$ cat config.mk
export PLATFORM = sky130hd
export DESIGN_NAME = pc_ras_unit
export DESIGN_NICKNAME = d
export VERILOG_FILES = /design/src/rtl/pc_pkg.sv /design/src/rtl/ras_stack.sv /design/src/rtl/pc_ras_unit.sv
export SDC_FILE = /design/constraint.sdc
export NUM_CORES = 1
export LEC_CHECK = 0
export ABC_AREA = 1
export BUFFER_PORTS_ARGS = -buffer_cell sky130_fd_sc_hd__buf_2
export CAP_MARGIN = 5
export CORE_ASPECT_RATIO = 0.6
export CORE_UTILIZATION = 45
export CTS_BUF_LIST = sky130_fd_sc_hd__clkbuf_4
export DETAILED_ROUTE_END_ITERATION = 10
export PLACE_DENSITY = 0.62
export SYNTH_ARGS = -nofsm -noshare
export SYNTH_HDL_FRONTEND = slang
export SYNTH_SLANG_ARGS = --single-unit
$ cat constraint.sdc
create_clock -name clk_i -period 4.6 [get_ports clk_i]
set_clock_uncertainty 0.05 [all_clocks]
set_input_delay 0.46 -clock clk_i [delete_from_list [all_inputs] [get_ports clk_i]]
set_output_delay 0.46 -clock clk_i [all_outputs]
set_load 0.01 [all_outputs]
$ cat src/rtl/pc_pkg.sv
// Shared definitions for the program-counter unit.
// Contents:
//   pc_src_t             - next-PC source select encoding
//   RESET_VECTOR_DEFAULT - default PC after reset
package pc_pkg;

    typedef enum logic [1:0] {
        PC_SRC_SEQ    = 2'd0,
        PC_SRC_BRANCH = 2'd1,
        PC_SRC_JUMP   = 2'd2,
        PC_SRC_RET    = 2'd3
    } pc_src_t;

    localparam logic [31:0] RESET_VECTOR_DEFAULT = 32'hBFC00000;

endpackage

$ cat src/rtl/ras_stack.sv
// Circular return-address stack with a top pointer and a saturating entry count.
// When full, a push silently overwrites the oldest entry.
// All state changes happen on the falling edge of clk_i.
// Ports:
//   clk_i, rst_ni - clock, synchronous active-low reset (clears pointer and count)
//   push_i        - write data_i at top+1 and advance top
//   pop_i         - retreat top (caller guarantees non-empty)
//   replace_i     - overwrite the current top entry with data_i
//   data_i        - entry to write
//   top_o         - current top entry
//   count_o       - number of valid entries
module ras_stack #(
    parameter int unsigned WIDTH = 32,
    parameter int unsigned DEPTH = 4,
    localparam int unsigned PTR_W = $clog2(DEPTH),
    localparam int unsigned CNT_W = $clog2(DEPTH + 1)
) (
    input  logic             clk_i,
    input  logic             rst_ni,
    input  logic             push_i,
    input  logic             pop_i,
    input  logic             replace_i,
    input  logic [WIDTH-1:0] data_i,
    output logic [WIDTH-1:0] top_o,
    output logic [CNT_W-1:0] count_o
);

    logic [WIDTH-1:0] mem_q [DEPTH];
    logic [PTR_W-1:0] top_q, top_d, wr_idx;
    logic [CNT_W-1:0] count_q, count_d;
    logic             we;

    // Pointer arithmetic wraps naturally because DEPTH is a power of two.
    assign wr_idx = push_i ? top_q + PTR_W'(1) : top_q;
    assign we     = push_i | replace_i;

    always_comb begin
        top_d   = top_q;
        count_d = count_q;
        if (push_i) begin
            top_d = top_q + PTR_W'(1);
            if (count_q != CNT_W'(DEPTH)) begin
                count_d = count_q + CNT_W'(1);
            end
        end else if (pop_i) begin
            top_d   = top_q - PTR_W'(1);
            count_d = count_q - CNT_W'(1);
        end
    end

    always_ff @(negedge clk_i) begin
        if (!rst_ni) begin
            top_q   <= '0;
            count_q <= '0;
        end else begin
            top_q   <= top_d;
            count_q <= count_d;
        end
    end

    // Entry contents are not reset; a write is suppressed while reset is asserted.
    always_ff @(negedge clk_i) begin
        if (rst_ni && we) begin
            mem_q[wr_idx] <= data_i;
        end
    end

    assign top_o   = mem_q[top_q];
    assign count_o = count_q;

endmodule

$ cat src/rtl/pc_ras_unit.sv
// Program-counter unit with next-PC mux, stall support and a return-address stack.
// All state updates on the falling edge of clk_i; reset is synchronous, active-low.
// Ports:
//   clk_i, rst_ni   - clock, synchronous active-low reset
//   stall_i         - hold PC and RAS
//   pc_src_i        - next-PC select (SEQ, BRANCH, JUMP, RET)
//   call_i          - push PC+INSTR_BYTES (with BRANCH/JUMP) or swap top (with RET)
//   imm_ext_i       - sign-extended branch offset
//   jump_target_i   - absolute jump target (low two bits ignored)
//   pc_o            - current PC
//   ras_count_o     - valid RAS entries
//   ras_full_o      - RAS holds RAS_DEPTH entries
//   ras_empty_o     - RAS holds no entries
//   ras_underflow_o - one-cycle pulse after a RET with an empty RAS
module pc_ras_unit
    import pc_pkg::*;
#(
    parameter int unsigned          PC_WIDTH     = 32,
    parameter logic [PC_WIDTH-1:0]  RESET_VECTOR = PC_WIDTH'(RESET_VECTOR_DEFAULT),
    parameter int unsigned          RAS_DEPTH    = 4,
    parameter int unsigned          INSTR_BYTES  = 4,
    localparam int unsigned         CNT_W        = $clog2(RAS_DEPTH + 1)
) (
    input  logic                clk_i,
    input  logic                rst_ni,
    input  logic                stall_i,
    input  logic [1:0]          pc_src_i,
    input  logic                call_i,
    input  logic [PC_WIDTH-1:0] imm_ext_i,
    input  logic [PC_WIDTH-1:0] jump_target_i,
    output logic [PC_WIDTH-1:0] pc_o,
    output logic [CNT_W-1:0]    ras_count_o,
    output logic                ras_full_o,
    output logic                ras_empty_o,
    output logic                ras_underflow_o
);

    localparam logic [PC_WIDTH-1:0] INC = PC_WIDTH'(INSTR_BYTES);

    pc_src_t             src;
    logic [PC_WIDTH-1:0] pc_q, pc_d, seq_pc, ras_top;
    logic                uf_q, uf_d;
    logic                push, pop, replace;

    assign src    = pc_src_t'(pc_src_i);
    assign seq_pc = pc_q + INC;

    always_comb begin
        pc_d    = pc_q;
        uf_d    = 1'b0;
        push    = 1'b0;
        pop     = 1'b0;
        replace = 1'b0;
        if (!stall_i) begin
            unique case (src)
                PC_SRC_SEQ: pc_d = seq_pc;
                PC_SRC_BRANCH: begin
                    pc_d = pc_q + imm_ext_i;
                    push = call_i;
                end
                PC_SRC_JUMP: begin
                    pc_d = {jump_target_i[PC_WIDTH-1:2], 2'b00};
                    push = call_i;
                end
                PC_SRC_RET: begin
                    if (ras_empty_o) begin
                        pc_d = seq_pc;
                        uf_d = 1'b1;
                        push = call_i;
                    end else begin
                        // call with RET swaps the top entry instead of popping it.
                        pc_d    = ras_top;
                        replace = call_i;
                        pop     = !call_i;
                    end
                end
                default: pc_d = seq_pc;
            endcase
        end
    end

    always_ff @(negedge clk_i) begin
        if (!rst_ni) begin
            pc_q <= RESET_VECTOR;
            uf_q <= 1'b0;
        end else begin
            pc_q <= pc_d;
            uf_q <= uf_d;
        end
    end

    ras_stack #(
        .WIDTH (PC_WIDTH),
        .DEPTH (RAS_DEPTH)
    ) u_ras (
        .clk_i     (clk_i),
        .rst_ni    (rst_ni),
        .push_i    (push),
        .pop_i     (pop),
        .replace_i (replace),
        .data_i    (seq_pc),
        .top_o     (ras_top),
        .count_o   (ras_count_o)
    );

    assign pc_o            = pc_q;
    assign ras_full_o      = ras_count_o == CNT_W'(RAS_DEPTH);
    assign ras_empty_o     = ras_count_o == '0;
    assign ras_underflow_o = uf_q;

endmodule
==> metrics.csv <==
metric,value,unit
status,finished clean,
reg2reg_slack,2.02,ns
core.rowCount,42,
core,22100,um^2
syn_area,10200,um^2
power_switching,1.52,mW
ctsHoldBuffers,0,
gr-usage-all-layers,30.3,%
gp_congestion,0.981,
multi_input_area,4820,um^2
dieHeight,118,um
rr_worst_depth,9,
clockPowerShare,37.6,%
cts_tree,built,
num_vias,10363,
ys_seq_area_share,45.7,%
worstPathRequired,2.71,ns
dp_hpwl,25200,um
drc_errors,0,
post_route_cells_drive_above_1_share,17.8,%
synthDistinctLibCells,43,
dieArea,23200,um^2
start_kind,input port,
seq_area,4650,um^2
nets,1767,
power.total,4.16,mW
finalSetupViolations,0,
holdPathEnd,u_ras.top_q[1],
dp_slack,-0.191,ns
crit_buf_inv,1,
hp-start,u_ras.top_q[1],
timing.rr.start,pc_o[3],
crit_chain,buf_2 > ha_1 > a21oi_1 > nand2_1 > nand3_1 > nand3_1 > nand2_1 > nand2_1 > nand2_1 > nand3b_1 > nand3_1 > nand2_1 > nand2_1 > nand2_1,
cp-end-kind,register,
timing.rr.end,pc_o[30],
antenna_left,0,
grt_setup_unrepaired,no,
clock_latency,0.58,ns
io_buffers,105,
cts_buffers,17,
final_cell_mix,"nand2_1, inv_1, edfxtp_1",
ir_drop,198,uV
crit_top_cell,nand2_1,
final-max-slew-violation-count,0,
power.density,323,nW/um^2
drtIter0Drc,962,
cts_root_buf,clkbuf_4,
io_pins,108,
cts.sinks,168,
power_frac_seq,41.8,%
layout_commonest_cell,nand2_1,
cp_top_family,simple AND/OR/NAND/NOR gates,
synth_cells,1294,
syn_avg_cell_area,7.85,um^2
post-cts-setup-buffers,0,
whs_path_depth,2,
critPathArrivalTime,2.39,ns
tightest_slew,1.14,ns
grt_pass1_vias,10000,
holdWs,0.501,ns
synth_fp_nets,1404,
fp.dieW,196,um
cts_resized,0,
n_fill_cell,2115,
clk_path_buf_depth,2,
max_stage_delay,0.32,ns
leakagePower,6.29,nW
start_util,46.0,%
comb_power_share,20.6,%
fin_ws,0.316,ns
grt_pass1_wl,52700,um
cts.clk_slew.worst_paths,0.05,ns
area_growth,26.6,%
drtPass1Iterations,8,
vias_per_cell,5.30,
cp_max_fo,4,
drt-total-wl,34400,um
cts_max_level,4,
yosysWarnings,0,
slew-limit-headroom,24.2,%
antenna_found_initial,1,
wl_per_cell,17.6,um
slowest_stage,ha_1,
grt_max_degree,65,
hp-class,register to register,
gr-total-overflow,0,
worst-setup-path-type,input port to register,
ys_seq_elements,168,
p_int,2.64,mW
max_cap_violations,0,
swShare,36.6,%
final-hold-violation-count,0,
worst register-to-register path, cell delays in order (launching register included):
cell and delay (ns):
dfxtp_1 0.50, ha_1 0.36, inv_1 0.14, nor2_4 0.21, nand3_1 0.18, nor3_1 0.37
xnor2_1 0.18, clkinv_1 0.21, o21ai_1 0.18, a21oi_1 0.08
synth_stat cells, drive strengths merged:
master | instances | share of area (%)
a211oi | 1 | 0.074
a21boi | 3 | 0.22
a21o | 1 | 0.074
a21oi | 102 | 5.0
a221o | 9 | 0.89
a221oi | 4 | 0.34
a22oi | 12 | 0.89
a31oi | 3 | 0.18
a32o | 10 | 0.98
and2 | 2 | 0.12
buf | 12 | 0.62
clkbuf | 28 | 1.0
clkinv | 6 | 0.22
dfxtp | 40 | 7.9
edfxtp | 128 | 38
fa | 2 | 0.39
ha | 38 | 4.7
inv | 156 | 5.8
nand2 | 376 | 14
nand3 | 91 | 4.6
nand3b | 5 | 0.37
nand4 | 21 | 1.4
nor2 | 110 | 4.4
nor3 | 23 | 1.3
nor4 | 3 | 0.18
o21ai | 61 | 3.0
o21bai | 9 | 0.66
o22ai | 12 | 0.74
or2 | 5 | 0.31
xnor2 | 7 | 0.68
xor2 | 14 | 1.2
final cells by class:
cell class / instances / area share (%)
antenna: 1 / 0.0195
clock buffer: 17 / 0.992
clock inverter: 183 / 6.46
inverter: 161 / 4.83
multi-input combinational: 924 / 37.5
sequential: 168 / 36.1
tap: 286 / 2.78
timing repair buffer: 217 / 11.3
registers in the layout, summed over array words and instances, names as in the netlist, named ones only:
register	cells
pc_o	32
u_ras.top_q	2
ras_underflow_o	1
u_ras.count_o	3
u_ras.mem_q	128
logic make-up after synthesis:
logic type	after synthesis	share of synthesized area, %
AOI/OAI and AO/OA	227	13.1
adders and majority gates	40	5.07
buffers and inverters	202	7.63
and+or+nand+nor	636	26.6
xor gates and xnor gates	21	1.88
DFF	168	45.7
metal layers:
metal	track usage, %	routed length, um
met5	0	0
met4	9.28	289
met3	12.2	3840
met2	42.5	14200
met1	42.3	16000
power by group through the flow:
| stage | clock network (mW) | registers, mW | logic, mW |
|---|---|---|---|
| 2_1_floorplan | 0.219 | 1.77 | 0.480 |
| 3_3_place_gp | 0.219 | 1.77 | 0.829 |
| 3_5_place_dp | 0.219 | 1.77 | 0.836 |
| 4_1_cts | 1.62 | 1.74 | 0.843 |
| 5_1_grt | 1.79 | 1.74 | 0.940 |
| 6_report | 1.56 | 1.74 | 0.855 |
through the flow:
stage               instances  utilization (%)  TNS [ns]  area [um^2]
global placement         1757             53.9     -6.00        11900
finish                   1957             58.3         0        12900
global route             1957             58.3         0        12900
CTS                      1956             58.3         0        12900
detailed placement       1757             53.9     -8.55        11900
floorplan                1294                -     -4.88        10300
worst max-delay path by stage:
stage | start | endpoint | cells past startpoint | slack [ns]
after detailed placement | imm_ext_i[2] | pc_o[23] | 14 | -0.19
after CTS | u_ras.count_o[1] | ras_empty_o | 2 | 0.29
after global routing | imm_ext_i[16] | pc_o[19] | 14 | 0.21
after global placement | imm_ext_i[18] | pc_o[27] | 15 | -0.18
after floorplan | pc_src_i[0] | u_ras.mem_q[2][0] | 9 | -0.06
final | imm_ext_i[2] | pc_o[23] | 14 | 0.32
No activity file was read; power rests on OpenSTA's default activity.
